## config.mk

```make
export PLATFORM = sky130hd
export DESIGN_NAME = dff_pipe
export DESIGN_NICKNAME = d
export VERILOG_FILES = /design/src/rtl/dff_pipe.sv
export SDC_FILE = /design/constraint.sdc
export NUM_CORES = 1
export LEC_CHECK = 0
export CAP_MARGIN = 10
export CORE_ASPECT_RATIO = 0.75
export CORE_UTILIZATION = 47
export CTS_CLUSTER_SIZE = 8
export DETAILED_ROUTE_END_ITERATION = 8
export PLACE_DENSITY = 0.78
export REMOVE_ABC_BUFFERS = 1
export SYNTH_ARGS = -nofsm -noshare
export SYNTH_HDL_FRONTEND = slang
export SYNTH_SLANG_ARGS = --single-unit
```

## constraint.sdc

```tcl
create_clock -name clk -period 1.55 [get_ports clk]
set_input_delay 0.31 -clock clk [delete_from_list [all_inputs] [get_ports clk]]
set_output_delay 0.31 -clock clk [all_outputs]
set_load 0.05 [all_outputs]
```

## src/rtl/dff_pipe.sv

```systemverilog
// dff_pipe: elastic WIDTH x DEPTH register pipeline with per-stage valid and valid/ready handshake.
// Define DFF_PIPE_OCC_EN to add the registered occupancy output occ.
module dff_pipe #(
    parameter int WIDTH = 8,
    parameter int DEPTH = 4,
    parameter logic [WIDTH-1:0] RST_VAL = {WIDTH{1'b0}}
) (
    input  logic             clk,
    input  logic             clr_n,
    input  logic             flush,
    input  logic             in_valid,
    output logic             in_ready,
    input  logic [WIDTH-1:0] in_data,
    output logic             out_valid,
    input  logic             out_ready,
    output logic [WIDTH-1:0] out_data
`ifdef DFF_PIPE_OCC_EN
    ,
    output logic [$clog2(DEPTH+1)-1:0] occ
`endif
);
    logic [DEPTH-1:0] v_q, v_d, adv, ld;
    logic [WIDTH-1:0] d_q [DEPTH];
    logic [WIDTH-1:0] d_d [DEPTH];
    logic             down_full;

    // A stage advances when something downstream is empty or the whole tail drains.
    always_comb begin
        adv = '0;
        ld = '0;
        down_full = 1'b1;
        for (int i = 0; i < DEPTH; i++) begin
            down_full = 1'b1;
            for (int j = i + 1; j < DEPTH; j++) down_full = down_full & v_q[j];
            adv[i] = v_q[i] & (!down_full | out_ready);
        end
        in_ready = !flush & (!v_q[0] | adv[0]);
        out_valid = v_q[DEPTH-1] & !flush;
        ld[0] = in_valid & in_ready;
        for (int i = 1; i < DEPTH; i++) ld[i] = !flush & adv[i-1];
        for (int i = 0; i < DEPTH; i++) v_d[i] = flush ? 1'b0 : ld[i] ? 1'b1 : adv[i] ? 1'b0 : v_q[i];
        d_d[0] = ld[0] ? in_data : d_q[0];
        for (int i = 1; i < DEPTH; i++) d_d[i] = ld[i] ? d_q[i-1] : d_q[i];
    end

    assign out_data = d_q[DEPTH-1];

    always_ff @(posedge clk or negedge clr_n) begin
        if (!clr_n) begin
            v_q <= '0;
            for (int i = 0; i < DEPTH; i++) d_q[i] <= RST_VAL;
        end else begin
            v_q <= v_d;
            d_q <= d_d;
        end
    end

`ifdef DFF_PIPE_OCC_EN
    localparam int OW = $clog2(DEPTH+1);
    logic [OW-1:0] occ_q, occ_d;

    always_comb occ_d = flush ? '0 : occ_q + OW'(ld[0]) - OW'(out_valid & out_ready);

    assign occ = occ_q;

    always_ff @(posedge clk or negedge clr_n) begin
        if (!clr_n) occ_q <= '0;
        else occ_q <= occ_d;
    end
`endif
endmodule

```

==> flow_summary_export.csv <==
group,metric,value,unit
yosys,synth_area,0.001495,sq mm
placement,dp_hpwl,1657,microns
sta,max_clock_freq,0.6192,GHz
die,rows,17,
worst_setup_path,r2r_slack,-20,ps
sta,fin_ws,-64.99,ps
power_and_ir_drop,leakagePower,0.9153,nW
yosys,synth.area.top_cells,"dfrtp_1 (60%), mux2_2 (17%), mux2_4 (8.0%)",
global_routing,grt_max_degree,37,
worst_setup_path,end_kind,"output port",
global_routing,antenna_found_initial,0,
cts,cts_tree,"done",
final_layout,diodes,0,
worst_setup_path,worstRegToRegCells,4,
global_routing,grt_pass1_wl,4105,microns
yosys,ys_ff_latch,36,
yosys,synthCells,99,
cts,numCtsBuffers,5,
worst_setup_path,critPathKind,"flop to output port",
power_and_ir_drop,p_seq_share,45.3,%
power_and_ir_drop,total_power,3.059,mW
final_layout,final_layout_size_suffix_gt1_share,49.60,%
die,die_y,50.85,microns
cts,cts.sinks,36,
power_and_ir_drop,p_int,2.159,mW
drt,firstDrtPassIters,4,
sta,hold_viol_final,0,
yosys,yosysMostFrequentCell,"dfrtp_1",
placement,place_ws,-405.0,ps
global_routing,grt_use_total,17.23,%
yosys,async_flop_share,100.0,%
worst_setup_path,cp.arrival,1300,ps
power_and_ir_drop,sw_frac_of_total,29.41,%
die,start_util,50.21,%
worst_setup_path,worst-path-max-fanout,3,
drt,drc,0,
sta,period_share,104.2,%
cts,cts_htree_levels,2,
die,dieArea,0.003413,sq mm
final_layout,n_fill_cell,209,
yosys,syn_area_per_cell,15.10,sq um
final_layout,final_nets,138,
worst_setup_path,timing.rr.end,"d_q[17]$_DFFE_PN0P_",
placement,port_buffers,22,
hold_path,hp-class,"primary input to asynchronous set/reset pin",
yosys,ys.flop_type,"dfrtp_1",
cts,hold_buffers,0,
cts,cts_root_buf,"clkbuf_8",
drt,drtIter0Drc,13,
run_status,status,"finished, violations left",
worst_setup_path,required,1240,ps
power_and_ir_drop,ir_drop,0.7510,mV
cts,clk_pin_slew,70,ps
die,die_w,67.13,microns
final_layout,stdcell_count,163,
drt,vias,829,
sta,rsz0062_at_grt,"yes",
yosys,ys_seq_area_share,60.25,%
yosys,synth-edff-count,0,
cts,clkLatencyLatePin,280,ps
placement,dp_cells,154,
power_and_ir_drop,p_switching,899.6,uW
sta,maxSlewViolCount,0,
drt,viasPerCell,5.086,
placement,gp_congestion,0.6711,
power_and_ir_drop,pwr-share-clk,22.5,%
power_and_ir_drop,p_per_area,1548,mW/mm^2
worst_setup_path,r2r_start,"v_q[3]$_DFFE_PN0P_",
sta,finalSetupViolCount,9,
cts,cts_max_path_buffers,2,
yosys,netlist.top_cell.by_area,"dfrtp_1",
global_routing,grt_pass1_vias,866,
final_layout,area_growth,32.13,%
global_routing,globalRouteOverflowTotal,0,
die,boundaryPins,23,
run_status,violations,"negative setup slack",
sta,fin_crit,1615,ps
drt,routed_wl,2282,microns
worst_setup_path,start_kind,"flop",
yosys,synthTopCellsByCount,"dfrtp_1 (36), mux2_2 (23), buf_4 (8), mux2_4 (8), nor2_1 (6)",
sta,fin_skew,3.796,ps
sta,slew-limit-headroom,82.54,%
power_and_ir_drop,p_comb_share,32.2,%
drt,wl_per_cell,14.00,microns
die,core-area,0.002978,sq mm
yosys,synth.yosys.warnings,0,
sta,tightest_slew,262.0,ps
run,drv_cap,0,
yosys,synth_top_cell_area_share,60.25,%
yosys,ys_types,16,
drt,ant_nets,0,
-- kinds of logic (layout without fill, tap and decap cells) --
kind of cell           after synthesis  count (layout)  synth area share [%]
AOI/OAI and AO/OA                    5               5                 2.259
buffers and inverters               14              40                 6.778
DFF                                 36              36                 60.25
muxes                               32              32                 26.11
and+or+nand+nor                     12              12                 4.603
-- worst max path at each step --
stage / to / cells after the start / startpoint
2_1_floorplan: in_ready / 2 / v_q[2]$_DFFE_PN0P_
3_3_place_gp: d_q[21]$_DFFE_PN0P_ / 5 / out_ready
3_5_place_dp: d_q[20]$_DFFE_PN0P_ / 5 / out_ready
4_1_cts: in_ready / 4 / v_q[3]$_DFFE_PN0P_
5_1_grt: in_ready / 4 / v_q[3]$_DFFE_PN0P_
6_report: in_ready / 4 / v_q[3]$_DFFE_PN0P_
-- layer usage --
metal	up-vias	track usage, %	part of all wire [%]
met2	26	27.17	49
met4	0	8.865	1.5
met1	413	20.36	44
li1	384	-	-
met3	6	6.696	5.5
met5	-	0	0
-- power groups by stage --
stage          clock (mW)  sequential, mW  combinational, mW
4_1_cts             0.718            1.39              0.992
3_5_place_dp            0            1.41              0.986
2_1_floorplan           0            1.58              0.284
5_1_grt             0.748            1.43               1.03
6_report            0.690            1.39              0.984
3_3_place_gp            0            1.39              0.965
-- registers in the layout (all words and copies together), names as in the netlist --
signal / cells
v_q: 4
out_data: 8
d_q: 24
-- placed cells by master, fill, tap and decap left out, types with 6 or more instances in the layout --
cell	synthesis	layout
clkdlybuf4s50_1	0	10
mux2_4	8	8
buf_4	8	7
buf_12	0	11
mux2_2	23	23
clkbuf_8	0	7
dfrtp_1	36	36
nor2_1	6	6
-- per-stage QoR --
stage / cell area, sq um / hold WS, ps / setup TNS [ps] / util, %
floorplan: 1398 / 14.41 / -1007 / -
global placement: 1838 / 470.0 / -10420 / 61.72
detailed placement: 1838 / 479.2 / -11260 / 61.72
CTS: 1968 / 402.5 / -86.49 / 66.09
global route: 1976 / 406.2 / -606.1 / 66.34
finish: 1976 / 400.1 / -127.6 / 66.34
-- worst max-delay path: stages (launching register included) --
cell and delay (ps):
dfrtp_1 400, and4b_1 200, buf_6 130, a21oi_4 140, buf_12 150
-- final cells by class --
type                       instances  area [sq um]  area share, %
timing repair buffer              32         412.9          20.90
tap                               38         47.55          2.407
multi-input combinational         49         514.2          26.03
sequential                        36         900.9          45.60
inverter                           1         3.754         0.1900
clock buffer                       7         96.34          4.877
-- what timing repair did --
item,4_1_cts,5_1_grt
gates cloned,0,0
pin swaps,2,2
buffers inserted,2,0
gates resized for setup,7,1
endpoints found under the setup margin,26,17
No activity file was read; power rests on OpenSTA's default activity.
